File: src/rtl/qpix_event_fifo_array_if.sv
// Event FIFO array bus: trigger/event/read-request inputs and read/status outputs.
// The master drives trigger, oLVDS and rd_req; the slave (the FIFO array) drives the rest.
interface qpix_event_fifo_array_if #(
  parameter int unsigned NCH  = 16,
  parameter int unsigned TS_W = 32
) ();
  localparam int unsigned CW = (NCH > 1) ? $clog2(NCH) : 1;

  logic            trigger;
  logic [NCH-1:0]  oLVDS;
  logic [NCH-1:0]  rd_req;
  logic [TS_W-1:0] rd_data;
  logic [CW-1:0]   rd_ch;
  logic            rd_valid;
  logic [NCH-1:0]  empty;
  logic [NCH-1:0]  full;
  logic [NCH-1:0]  ovf;
  logic [TS_W-1:0] ts;

  modport master (
    output trigger, oLVDS, rd_req,
    input  rd_data, rd_ch, rd_valid, empty, full, ovf, ts
  );

  modport slave (
    input  trigger, oLVDS, rd_req,
    output rd_data, rd_ch, rd_valid, empty, full, ovf, ts
  );
endinterface

File: src/rtl/qpix_event_fifo_array.sv
// Per-channel timestamp FIFOs fed by synchronized LVDS event edges while triggered,
// drained one word per cycle by a lowest-index-first read arbiter.
module qpix_event_fifo_array #(
  parameter int unsigned NCH   = 16,
  parameter int unsigned DEPTH = 4,
  parameter int unsigned TS_W  = 32
) (
  input logic clk,
  input logic rst,
  qpix_event_fifo_array_if.slave bus
);
  localparam int unsigned AW = $clog2(DEPTH);
  localparam int unsigned PW = AW + 1;
  localparam int unsigned CW = (NCH > 1) ? $clog2(NCH) : 1;

  logic [NCH-1:0]  sync1, sync2, sync_prev, edge_q;
  logic            trig_prev;
  logic [TS_W-1:0] ts_q;
  logic [NCH-1:0]  rd_prev, pending;
  logic [PW-1:0]   wptr [NCH];
  logic [PW-1:0]   rptr [NCH];
  logic [TS_W-1:0] mem  [NCH][DEPTH];
  logic [NCH-1:0]  empty_q, full_q, ovf_q;
  logic [TS_W-1:0] rd_data_q;
  logic [CW-1:0]   rd_ch_q;
  logic            rd_valid_q;

  logic            trig_rise_c;
  logic [NCH-1:0]  rd_rise_c, grant_c, wr_c, wr_ok_c, pop_c;
  logic [CW-1:0]   sel_c;
  logic [PW-1:0]   wptr_n [NCH];
  logic [PW-1:0]   rptr_n [NCH];

  // Arbitration, write/pop qualification and next pointers
  always_comb begin
    trig_rise_c = bus.trigger & ~trig_prev;
    rd_rise_c   = bus.rd_req & ~rd_prev;
    grant_c     = '0;
    sel_c       = '0;
    // Descending scan so the lowest pending index is the one left standing
    for (int i = int'(NCH) - 1; i >= 0; i--) begin
      if (pending[i]) begin
        grant_c = NCH'(1) << i;
        sel_c   = CW'(i);
      end
    end
    wr_c  = edge_q & {NCH{bus.trigger}};
    pop_c = grant_c & ~empty_q;
    for (int i = 0; i < int'(NCH); i++) begin
      wr_ok_c[i] = wr_c[i] & (~full_q[i] | pop_c[i]);
      wptr_n[i]  = wptr[i] + PW'(wr_ok_c[i]);
      rptr_n[i]  = rptr[i] + PW'(pop_c[i]);
    end
  end

  // Control, status and read-port registers
  always_ff @(posedge clk) begin
    if (rst) begin
      sync1      <= '0;
      sync2      <= '0;
      sync_prev  <= '0;
      edge_q     <= '0;
      trig_prev  <= 1'b0;
      ts_q       <= '0;
      rd_prev    <= '0;
      pending    <= '0;
      empty_q    <= '1;
      full_q     <= '0;
      ovf_q      <= '0;
      rd_data_q  <= '0;
      rd_ch_q    <= '0;
      rd_valid_q <= 1'b0;
      for (int i = 0; i < int'(NCH); i++) begin
        wptr[i] <= '0;
        rptr[i] <= '0;
      end
    end else begin
      sync1     <= bus.oLVDS;
      sync2     <= sync1;
      sync_prev <= sync2;
      edge_q    <= sync2 & ~sync_prev;
      trig_prev <= bus.trigger;
      if (trig_rise_c) begin
        ts_q <= '0;
      end else if (bus.trigger) begin
        ts_q <= ts_q + TS_W'(1);
      end
      rd_prev <= bus.rd_req;
      // A new edge on an already-pending channel is absorbed
      pending <= (pending & ~grant_c) | (rd_rise_c & ~pending);
      ovf_q   <= (trig_rise_c ? '0 : ovf_q) | (wr_c & full_q & ~pop_c);
      rd_valid_q <= |pop_c;
      if (|pop_c) begin
        rd_data_q <= mem[sel_c][rptr[sel_c][AW-1:0]];
        rd_ch_q   <= sel_c;
      end
      for (int i = 0; i < int'(NCH); i++) begin
        wptr[i]    <= wptr_n[i];
        rptr[i]    <= rptr_n[i];
        empty_q[i] <= (wptr_n[i] == rptr_n[i]);
        full_q[i]  <= (wptr_n[i][AW] != rptr_n[i][AW]) &&
                      (wptr_n[i][AW-1:0] == rptr_n[i][AW-1:0]);
      end
    end
  end

  // Storage has no reset; validity is tracked entirely by the pointers
  always_ff @(posedge clk) begin
    for (int i = 0; i < int'(NCH); i++) begin
      if (!rst && wr_ok_c[i]) begin
        mem[i][wptr[i][AW-1:0]] <= ts_q;
      end
    end
  end

  assign bus.ts       = ts_q;
  assign bus.rd_data  = rd_data_q;
  assign bus.rd_ch    = rd_ch_q;
  assign bus.rd_valid = rd_valid_q;
  assign bus.empty    = empty_q;
  assign bus.full     = full_q;
  assign bus.ovf      = ovf_q;
endmodule

File: src/flat_wrapper.sv
// flat-port wrapper written by rule: the top's interface ports become plain ports
module qpix_event_fifo_array_flat 
#(
  parameter int unsigned NCH   = 16,
  parameter int unsigned DEPTH = 4,
  parameter int unsigned TS_W  = 32
)
  (clk, rst, bus_trigger, bus_oLVDS, bus_rd_req, bus_rd_data, bus_rd_ch, bus_rd_valid, bus_empty, bus_full, bus_ovf, bus_ts);
  qpix_event_fifo_array_if #(.NCH(NCH), .TS_W(TS_W)) bus_i ();
  input logic clk;
  input logic rst;
  input wire logic [$bits(bus_i.trigger)-1:0] bus_trigger;
  input wire logic [$bits(bus_i.oLVDS)-1:0] bus_oLVDS;
  input wire logic [$bits(bus_i.rd_req)-1:0] bus_rd_req;
  output wire logic [$bits(bus_i.rd_data)-1:0] bus_rd_data;
  output wire logic [$bits(bus_i.rd_ch)-1:0] bus_rd_ch;
  output wire logic [$bits(bus_i.rd_valid)-1:0] bus_rd_valid;
  output wire logic [$bits(bus_i.empty)-1:0] bus_empty;
  output wire logic [$bits(bus_i.full)-1:0] bus_full;
  output wire logic [$bits(bus_i.ovf)-1:0] bus_ovf;
  output wire logic [$bits(bus_i.ts)-1:0] bus_ts;
  assign bus_i.trigger = bus_trigger;
  assign bus_i.oLVDS = bus_oLVDS;
  assign bus_i.rd_req = bus_rd_req;
  assign bus_rd_data = bus_i.rd_data;
  assign bus_rd_ch = bus_i.rd_ch;
  assign bus_rd_valid = bus_i.rd_valid;
  assign bus_empty = bus_i.empty;
  assign bus_full = bus_i.full;
  assign bus_ovf = bus_i.ovf;
  assign bus_ts = bus_i.ts;
  qpix_event_fifo_array #(.NCH(NCH), .DEPTH(DEPTH), .TS_W(TS_W)) u_core (.clk(clk), .rst(rst), .bus(bus_i));
endmodule
File: config.mk
export PLATFORM = sky130hd
export DESIGN_NAME = qpix_event_fifo_array_flat
export DESIGN_NICKNAME = d
export VERILOG_FILES = /design/src/rtl/qpix_event_fifo_array_if.sv /design/src/rtl/qpix_event_fifo_array.sv /design/src/flat_wrapper.sv
export SDC_FILE = /design/constraint.sdc
export NUM_CORES = 2
export LEC_CHECK = 0
export BUFFER_PORTS_ARGS = -buffer_cell sky130_fd_sc_hd__buf_2
export CORE_MARGIN = 2
export CORE_UTILIZATION = 30
export DETAILED_ROUTE_END_ITERATION = 8
export PLACE_DENSITY_LB_ADDON = 0.05
export REMOVE_ABC_BUFFERS = 1
export SYNTH_ARGS = -nofsm -noshare
export SYNTH_HDL_FRONTEND = slang
export SYNTH_SLANG_ARGS = --single-unit
File: constraint.sdc
create_clock -name clk -period 7.95 [get_ports clk]
set_input_delay 1.59 -clock clk [delete_from_list [all_inputs] [get_ports clk]]
set_output_delay 1.59 -clock clk [all_outputs]
set_load 0.005 [all_outputs]
==> metrics <==
Crit-path slowest cell a211oi_1; area grow syn2layout 17.4%; die width 551 um; Die Y ~550 um; Hold Crit Depth 1; hold slack 0.370 ns; final setup fails 0; skew final 0.0478 ns; placed instance count 8845; total CTS buffers approximately 280; Top Ports about 150; Unique masters post-synth 71; Routed Antenna Nets 0; GP Congestion 0.734; Synth Area per Inst 18.5 sq um; most used cell, CP a211oi_1; most frequent cells in the layout edfxtp_1, mux2i_1, clkbuf_16; CTS root buffer clkbuf_16; # hold bufs at CTS 0; gr ovfl total 0; CP Class flip-flop to flip-flop; setup TNS 0 ns; Synth Flop Type edfxtp_1; Hold Path Sink u_core.edge_q[14]; Seq/Total Area, Yosys 75.5%; reg-to-reg endpoint u_core.bus.rd_data[27]; Final Max Slew Viols 0; DR pass1 iterations 7; largest net degree at the start of global routing 127; Setup crit end kind flip-flop; Post-CTS Resized 0; Post-CTS Setup Bufs 0; Final #Nets 5289; Via density 5.04; Tcrit/Tclk final a little over two thirds; Worst Path Required 8.75 ns; Clock transition at path regs 0.06 ns; Clock Path Buffers 4; Final Instance Area 105000 sq um; Starting Density 30.2%; worst path buffer plus inverter count 2; status completed; IO Port Bufs 151; routed len/inst 32.8 um; Peak Freq 181 MHz; worst reg2reg path startpoint u_core.pending[0]; Critical Path AT around 6.3 ns; initial drt markers ~3.8k; commonest non-fill, non-tap cell in the layout edfxtp_1; FP Rows 200; leakage power 37.4 nW; CTS Sinks 2358; post-synthesis register bit count 2358; cell count after synthesis roughly 4.8k; Max Cap Viol 0; routed vias 47.2k; Max IR drop VDD 0.135 mV; area post-placement 96400 sq um; Placeable Area 297000 sq um; DRC violations left 0; first-pass GRT wire length 419 mm; worst path cell trace and2b_1, a211oi_1, a311oi_4, nand2_2, buf_4, o22ai_1, and4b_4, buf_12, a2111oi_0, a211oi_1, a211o_1; vias in the first global route 49.1k; Clk Latency, worst-skew pair ~0.9 ns; fin crit period 5.53 ns; layout cell share with drive strength beyond 1 21.2%; CTS H-tree lvls 5; number of synthesized flops with an enable pin 2048; final-report hold violation count 0; Reg2Reg Setup Slack between 2 and 2.5 ns; HPWL Detailed between 150 and 200 mm; power density over cell area 267 nW/um^2; total track usage 20.1%; worst slew pin tran 1.36 ns; hold path startpoint u_core.sync_prev[14]; Slew headroom 8.86%; CP top delay family compound AO/OA/AOI/OAI gates; RSZ-0062 raised after global routing no; Final Non-Filler Cells 9371; startpoint class of the critical path flip-flop; Yosys Warn Count 0; Max stage delay on crit path 1.12 ns; CP max FO 53; CTS tree yes; die area 303000 sq um; Post-Synthesis Cell Area 89600 sq um; asr flop ratio synth 0%; initial antenna violation count 13; reg2reg path depth 11; Worst Hold Class flip-flop to flip-flop; final WL around 310 mm
worst max path at each step:
stage | startpoint | to | slack [ns] | depth (start not counted)
5_1_grt | u_core.pending[0] | u_core.bus.rd_data[27] | 2.30 | 11
6_report | u_core.pending[0] | u_core.bus.rd_data[27] | 2.42 | 11
3_5_place_dp | u_core.pending[0] | u_core.bus.rd_data[23] | 2.40 | 11
3_3_place_gp | u_core.pending[5] | u_core.bus.rd_data[15] | 2.11 | 11
4_1_cts | u_core.pending[0] | u_core.bus.rd_data[23] | 2.38 | 11
2_1_floorplan | u_core.pending[0] | u_core.bus.rd_data[18] | -34.44 | 9
worst reg2reg max path: stages, from the launching register on:
cell       delay, ns
dfxtp_1         0.53
and2b_1         0.27
a211oi_1        0.47
a311oi_4        0.21
nand2_2         0.12
buf_4           0.64
o22ai_1         0.20
and4b_4         0.91
buf_12          0.49
a2111oi_0       0.29
a211oi_1        1.12
a211o_1         0.18
flip-flops by register name (all words and copies together), names as in the netlist:
name and count:
u_core.sync2 16, u_core.bus.ovf 16, u_core.rptr 48, u_core.bus.empty 16, u_core.pending 16, u_core.bus.rd_ch 4, u_core.bus.rd_data 32, u_core.trig_prev 1
u_core.sync1 16, u_core.bus.rd_valid 1, u_core.wptr 48, u_core.rd_prev 16, u_core.mem 2048, u_core.bus.ts 32, u_core.bus.full 16, u_core.sync_prev 16
u_core.edge_q 16
cells in the mapped netlist (3+ instances only):
cell type	instances	share of area [%]
edfxtp_1	2048	69
mux2i_1	459	5.1
dfxtp_1	310	6.9
mux4_2	285	7.2
nand2_1	204	0.85
nor2b_1	166	1.2
o22ai_1	166	1.2
clkbuf_1	150	0.63
nor2_1	137	0.57
nor4_1	88	0.61
buf_2	87	0.49
ha_1	65	0.91
o221ai_1	63	0.62
xnor2_1	56	0.55
a22o_1	49	0.48
xor2_1	48	0.47
nor3b_1	46	0.39
a211o_1	34	0.33
a211oi_1	34	0.28
o21ai_0	33	0.18
a2111oi_0	32	0.31
and3_1	32	0.22
a221oi_1	31	0.30
a21oi_1	29	0.16
inv_1	19	0.080
nand3_1	19	0.11
a21o_1	16	0.13
buf_1	14	0.059
nand2b_1	14	0.098
buf_4	13	0.11
nand4_1	11	0.077
or3_1	9	0.063
nor4b_1	8	0.078
or3b_2	6	0.059
nor3_1	5	0.028
or4_1	4	0.034
a31oi_1	3	0.021
and2_1	3	0.021
mux4_1	3	0.088
layout make-up:
cell class | count | area, sq um
clock buffers | 395 | 7830
repair buffers | 334 | 2380
clock inverters | 116 | 957
diodes | 15 | 37.5
inverters | 22 | 82.6
flip-flops and latches | 2358 | 67700
fillers | 27900 | 192000
multi-input cells | 2192 | 21300
well taps | 3939 | 4930
routing by layer:
layer / track usage, % / wire [um] / up-vias
met4: 4.61 / 6490 / 0
met3: 2.81 / 12600 / 339
met2: 33.1 / 148000 / 1162
met5: 0 / 0 / -
met1: 27.9 / 141000 / 25400
li1: - / - / 20300
stage by stage:
stage / util (%) / total power [mW] / setup slack, ns
after global placement: 32.4 / 16.0 / 2.11
after CTS: 35.4 / 28.5 / 2.38
final: 35.4 / 28.1 / 2.42
after floorplan: - / 16.1 / -34.44
after global routing: 35.4 / 29.0 / 2.30
after detailed placement: 32.5 / 15.9 / 2.40
power breakdown:
group	switching [mW]	total, mW	leakage [nW]	internal (mW)
registers	0.0506	13.4	23.0	13.3
clock network	5.17	12.4	4.29	7.27
logic	1.40	2.25	10.1	0.848
total	6.62	28.1	37.4	21.4
cells by family (layout without fill, tap and decap cells):
logic type	count (synthesis)	after routing	share of synthesized area (%)
AOI/OAI and AO/OA	506	506	4.18
and+or+nand+nor	767	767	4.54
other	0	15	0
adders and majority gates	65	65	0.907
buffers and inverters	289	867	1.40
DFF	2358	2358	75.5
xor gates and xnor gates	104	104	1.02
muxes	750	750	12.4
Note: power is estimated with default switching activity, not from simulation.
